<file path="config.mk">
export PLATFORM = sky130hd
export DESIGN_NAME = spi_counter_slave_rx
export DESIGN_NICKNAME = d
export VERILOG_FILES = /design/src/rtl/spi_counter_slave_rx.sv
export SDC_FILE = /design/constraint.sdc
export NUM_CORES = 1
export LEC_CHECK = 0
export CAP_MARGIN = 30
export CORE_ASPECT_RATIO = 0.5
export CORE_MARGIN = 2
export CORE_UTILIZATION = 35
export DETAILED_ROUTE_END_ITERATION = 16
export PLACE_DENSITY = 0.58
export REMOVE_ABC_BUFFERS = 1
export SYNTH_ARGS = -nofsm -noshare
export SYNTH_HDL_FRONTEND = slang
export SYNTH_SLANG_ARGS = --single-unit
</file>
<file path="constraint.sdc">
create_clock -name clk -period 4.35 [get_ports clk]
set_clock_uncertainty 0.2 [all_clocks]
set_input_delay 1.0875 -clock clk [delete_from_list [all_inputs] [get_ports clk]]
set_output_delay 1.0875 -clock clk [all_outputs]
set_load 0.1 [all_outputs]
</file>
<file path="src/rtl/spi_counter_slave_rx.sv">
// SPI mode-0 slave receiver for the master->slave counter link.
// Latches a 14-bit counter per well-formed 16-bit frame and shifts the previous value back on miso.
module spi_counter_slave_rx #(
  parameter int FRAME_BITS = 16,
  parameter int CNT_BITS   = 14
) (
  input  logic                clk,
  input  logic                reset,
  input  logic                sclk,
  input  logic                mosi,
  input  logic                ss,
  output logic                miso,
  output logic [CNT_BITS-1:0] o_counter,
  output logic                o_data_valid,
  output logic                o_frame_err,
  output logic                o_busy
);

  localparam int            CW   = $clog2(FRAME_BITS + 2);
  localparam logic [CW-1:0] FULL = CW'(FRAME_BITS);
  localparam logic [CW-1:0] SAT  = CW'(FRAME_BITS + 1);

  typedef enum logic {S_IDLE, S_ACTIVE} state_t;

  state_t                r_state;
  logic [2:0]            r_sclk_pipe;
  logic [2:0]            r_ss_pipe;
  logic [1:0]            r_mosi_pipe;
  logic [1:0]            r_arm_cnt;
  logic [CW-1:0]         r_bit_cnt;
  logic [CNT_BITS-1:0]   r_rx_shift;
  logic [FRAME_BITS-1:0] r_tx_shift;
  logic                  r_done_ok;
  logic                  r_done_err;

  logic w_armed;
  logic w_ss_fall;
  logic w_ss_rise;
  logic w_sclk_rise;
  logic w_sclk_fall;

  // The pipes reset to idle levels, so edges are ignored until they have refilled
  // with real pin values; a pin already low at reset release is never seen as a fresh edge.
  assign w_armed     = (r_arm_cnt == 2'd3);
  assign w_ss_fall   = w_armed &&  r_ss_pipe[2]   && !r_ss_pipe[1];
  assign w_ss_rise   = w_armed && !r_ss_pipe[2]   &&  r_ss_pipe[1];
  assign w_sclk_rise = w_armed && !r_sclk_pipe[2] &&  r_sclk_pipe[1];
  assign w_sclk_fall = w_armed &&  r_sclk_pipe[2] && !r_sclk_pipe[1];

  assign o_busy = (r_state == S_ACTIVE);

  // NOTE: non-blocking assignments throughout, so every register sees pre-edge values.
  always_ff @(posedge clk) begin
    if (reset) begin
      r_state      <= S_IDLE;
      r_sclk_pipe  <= 3'b000;
      r_ss_pipe    <= 3'b111;
      r_mosi_pipe  <= 2'b00;
      r_arm_cnt    <= 2'd0;
      r_bit_cnt    <= '0;
      r_rx_shift   <= '0;
      r_tx_shift   <= '0;
      r_done_ok    <= 1'b0;
      r_done_err   <= 1'b0;
      miso         <= 1'b0;
      o_counter    <= '0;
      o_data_valid <= 1'b0;
      o_frame_err  <= 1'b0;
    end else begin
      r_sclk_pipe <= {r_sclk_pipe[1:0], sclk};
      r_ss_pipe   <= {r_ss_pipe[1:0], ss};
      r_mosi_pipe <= {r_mosi_pipe[0], mosi};
      if (!w_armed) r_arm_cnt <= r_arm_cnt + 2'd1;

      r_done_ok    <= 1'b0;
      r_done_err   <= 1'b0;
      o_data_valid <= r_done_ok;
      o_frame_err  <= r_done_err;
      if (r_done_ok) o_counter <= r_rx_shift;
      miso <= (r_state == S_ACTIVE) ? r_tx_shift[FRAME_BITS-1] : 1'b0;

      case (r_state)
        S_IDLE: begin
          if (w_ss_fall) begin
            r_state    <= S_ACTIVE;
            r_bit_cnt  <= '0;
            r_rx_shift <= '0;
            r_tx_shift <= {{(FRAME_BITS-CNT_BITS){1'b0}}, o_counter};
          end
        end
        S_ACTIVE: begin
          if (w_ss_rise) begin
            r_state <= S_IDLE;
            if (r_bit_cnt == FULL) r_done_ok  <= 1'b1;
            else                   r_done_err <= 1'b1;
          end else if (w_sclk_rise) begin
            r_rx_shift <= {r_rx_shift[CNT_BITS-2:0], r_mosi_pipe[1]};
            if (r_bit_cnt != SAT) r_bit_cnt <= r_bit_cnt + 1'b1;
          end else if (w_sclk_fall) begin
            r_tx_shift <= {r_tx_shift[FRAME_BITS-2:0], 1'b0};
          end
        end
        default: r_state <= S_IDLE;
      endcase
    end
  end

endmodule

</file>
==> results.yml <==
status:
  run_status: "finished, final reports clean"
sta:
  timing.final.max_slew_violations: 0
  final-setup-viol-count: 0
  worst_slack_ps: 1244
  report.final.hold_viol_count: 0
  timing_worst_slew_pin_value_ps: 1017
  setup_tns_ps: 0
  timing.slew.headroom: 0.3220
  fmax_mhz: 321.9
  hold-worst-slack_ps: 217.2
  final_period_minus_worst_setup_slack_ps: 3106
  finalCritPeriodShare: 0.7141
  grt_setup_unrepaired: "false"
worst_setup_path:
  crit_cells: 1
  timing.critical_path.from: "o_counter[4]"
  path_class: "flop to output port"
  timing.critical_path.to_type: "output port"
  start_kind: "flop"
  worst_path_dominant_cell_family: "buffers and inverters"
  critical_path.n_buffers_inverters: 1
  timing.critical_path.fanout_max: 3
  cp_data_required_time_ps: 3060
  worst_r2r_endpoint: "r_bit_cnt[1]"
  timing.rr.start: "r_arm_cnt[0]"
  reg2regPathDepth: 5
  crit_path_max_incr_delay_ps: 1140
  critical_path.slowest_cell: "sky130_fd_sc_hd__clkdlybuf4s50_1"
  critPathArrivalTime_ps: 1820
  crit_end: "o_counter[4]"
  cp_cell_sequence: "clkdlybuf4s50_1"
  ff2ff_setup_slack_ps: 1720
cts:
  post_cts_resized: 0
  clock_input_transition_at_the_sequential_cells_of_the_worst_setup_and_hold_paths_ps: 50
  htree_num_levels: 3
  post_cts_buffers: 0
  cts_tree: "done"
  cts-buffers-inserted: 9
  post_cts_hold_fix_bufs: 0
  tritoncts_num_sinks: 65
  max-clock-path-buffers: 2
  clock_latency_ps: 320
  clockRootBuffer: "sky130_fd_sc_hd__clkbuf_16"
power:
  combPwrFrac: 0.043
  ir_drop_worst_case_vdd_mv: 0.2031
  leakage_nw: 1.016
  internal_power_mw: 1.003
  p_seq_frac: 0.478
  p_clk_frac: 0.479
  total_power_mw: 1.283
  power.density_cell_area_mw_per_mm2: 410.2
  p_switching_mw: 0.2796
  switching_share: 0.2180
logic_synthesis:
  synthDistinctLibCells: 33
  synth_top_family_by_area: "compound AO/OA/AOI/OAI gates"
  post_synth_and_or_nand_nor_area_fraction: 0.1633
  yosysWarningCount: 0
  yosys_register_bits: 65
  synth-xor-area-share: 0.003324
  synth.mux.area_fraction: 0.1064
  synth.cell_area_mm2: 0.002635
  seq_area_frac_synth: 0.4938
  netlist_instances: 269
  avgSynthCellArea_um2: 9.796
  synth_area_in_compound_gates: 0.1681
  adder_cell_fraction_of_synth_area: 0.01899
placed_design:
  place.gp.congestion: 0.7524
  placedInstanceArea_mm2: 0.002882
  io_buffers: 22
  dp_hpwl_um: 3271
  place_ws_ps: 1581
  placedCellCount: 370
detailed_routing:
  number_of_optimization_iterations_in_the_first_detailed_route_pass: 4
  drt-wirelength-per-cell_um: 14.11
  remaining_drc_errors: 0
  ant_nets: 0
  drt_first_iter_violations: 82
  detailed_route_vias_per_instance: 5.107
  detail_route.wirelength_um: 5419
  dr_total_vias: 1961
floorplan:
  io_pins: 23
  floorplan.rows: 22
  die_x_um: 126.7
  floorplan.initialDensity: 0.3599
  design.core.area_mm2: 0.007322
  die_area_mm2: 0.008281
  die-height_um: 65.36
global_routing:
  first_global_vias: 1902
  initial_antenna_violation_count: 0
  grt_start_max_net_pins: 43
  sum_of_overflow_across_all_layers_after_global_routing: 0
  globalRouteTotalUtil: 0.1433
  first_pass_grt_wire_length_um: 9273
hold_path:
  hold_crit_depth: 1
  worst_hold_path_type: "flop to flop"
final_layout:
  post-route-util: 0.4270
  finalInstanceArea_mm2: 0.003127
  share_of_layout_cells_above_drive_strength_1: 0.1215
  num-nets-final: 294
  antenna_cells: 0
  fin_cells: 384
  layout-area-overhead-vs-synth_pct: 18.66
run:
  timing.max_cap.violations: 0
## worst min path at each step
stage / from / end / slack [ps]
2_1_floorplan: r_ss_pipe[0] / r_ss_pipe[1] / 190
3_3_place_gp: r_ss_pipe[0] / r_ss_pipe[1] / 200
3_5_place_dp: r_ss_pipe[0] / r_ss_pipe[1] / 200
4_1_cts: r_ss_pipe[0] / r_ss_pipe[1] / 220
5_1_grt: r_ss_pipe[0] / r_ss_pipe[1] / 230
6_report: r_ss_pipe[0] / r_ss_pipe[1] / 220
## layout make-up
cell class	instances	area [um2]
clock buffers	13	240.2
clock inverters	1	5.005
fillers	713	4195
inverters	3	11.26
multi-input cells	181	1212
flip-flops and latches	65	1303
well taps	96	120.1
repair buffers	25	235.2
## state kept, by name, indices dropped and copies added (netlist names)
signal and flops:
r_done_ok 1, r_mosi_pipe 2, r_arm_cnt 2, o_frame_err 1, o_busy 1, o_counter 14
r_rx_shift 14, r_sclk_pipe 3, r_done_err 1, r_ss_pipe 3, miso 1, o_data_valid 1
r_tx_shift 16, r_bit_cnt 5
## synth_stat cells
cell type / instances / share of area
sky130_fd_sc_hd__o21bai_4: 1 / 0.0071
sky130_fd_sc_hd__nand2_1: 20 / 0.028
sky130_fd_sc_hd__nor2_1: 23 / 0.033
sky130_fd_sc_hd__nand4_1: 3 / 0.0071
sky130_fd_sc_hd__buf_2: 10 / 0.019
sky130_fd_sc_hd__a21oi_1: 35 / 0.066
sky130_fd_sc_hd__o21ai_0: 5 / 0.0095
sky130_fd_sc_hd__a211oi_2: 10 / 0.047
sky130_fd_sc_hd__a31oi_1: 1 / 0.0024
sky130_fd_sc_hd__or2_2: 4 / 0.0095
sky130_fd_sc_hd__a211oi_1: 3 / 0.0085
sky130_fd_sc_hd__clkbuf_1: 7 / 0.010
sky130_fd_sc_hd__nand3_1: 18 / 0.034
sky130_fd_sc_hd__dfxtp_1: 65 / 0.49
sky130_fd_sc_hd__nor3b_1: 1 / 0.0029
sky130_fd_sc_hd__and4bb_1: 1 / 0.0047
sky130_fd_sc_hd__nor2b_1: 9 / 0.021
sky130_fd_sc_hd__nand2b_1: 1 / 0.0024
sky130_fd_sc_hd__a32oi_1: 1 / 0.0033
sky130_fd_sc_hd__o21ba_4: 1 / 0.0062
sky130_fd_sc_hd__nand4b_1: 1 / 0.0033
sky130_fd_sc_hd__mux2i_1: 28 / 0.11
sky130_fd_sc_hd__and2b_4: 1 / 0.0038
sky130_fd_sc_hd__ha_1: 4 / 0.019
sky130_fd_sc_hd__and3b_1: 1 / 0.0033
sky130_fd_sc_hd__inv_1: 3 / 0.0043
sky130_fd_sc_hd__xor2_1: 1 / 0.0033
sky130_fd_sc_hd__a21o_1: 1 / 0.0029
sky130_fd_sc_hd__nand4b_2: 1 / 0.0057
sky130_fd_sc_hd__nor3_1: 2 / 0.0038
sky130_fd_sc_hd__a311oi_1: 3 / 0.010
sky130_fd_sc_hd__buf_6: 3 / 0.013
sky130_fd_sc_hd__a32o_2: 1 / 0.0043
## metal layers
metal / part of all wire / track usage
met5: 0 / 0
met1: 0.50 / 0.1772
met2: 0.45 / 0.2338
met4: 0.025 / 0.06731
met3: 0.025 / 0.04235
## cell usage in the layout, fill, tap and decap left out, drive strengths merged, types with 2 or more instances in the layout
cell           netlist  final
dfxtp               65     65
a21oi               35     35
mux2i               28     28
nor2                23     23
nand2               20     20
clkdlybuf4s50        0     20
nand3               18     18
a211oi              13     13
clkbuf               7     13
nor2b                9      9
o21ai                5      5
buf                 13      5
or2                  4      4
ha                   4      4
inv                  3      3
a311oi               3      3
nand4                3      3
nor3                 2      2
nand4b               2      2
## power by group through the flow
stage	logic [mW]	clock network [mW]	registers, mW
floorplan	0.0295	0	0.625
CTS	0.0557	0.626	0.613
finish	0.0552	0.614	0.613
global placement	0.0527	0	0.625
detailed placement	0.0553	0	0.625
global route	0.0606	0.655	0.614
## kinds of logic after synthesis
group	after synthesis
adders and majority gates	4
AOI/OAI and AO/OA	62
xor gates and xnor gates	1
and+or+nand+nor	86
muxes	28
DFF	65
buffers and inverters	23
Note: power is estimated with default switching activity, not from simulation.
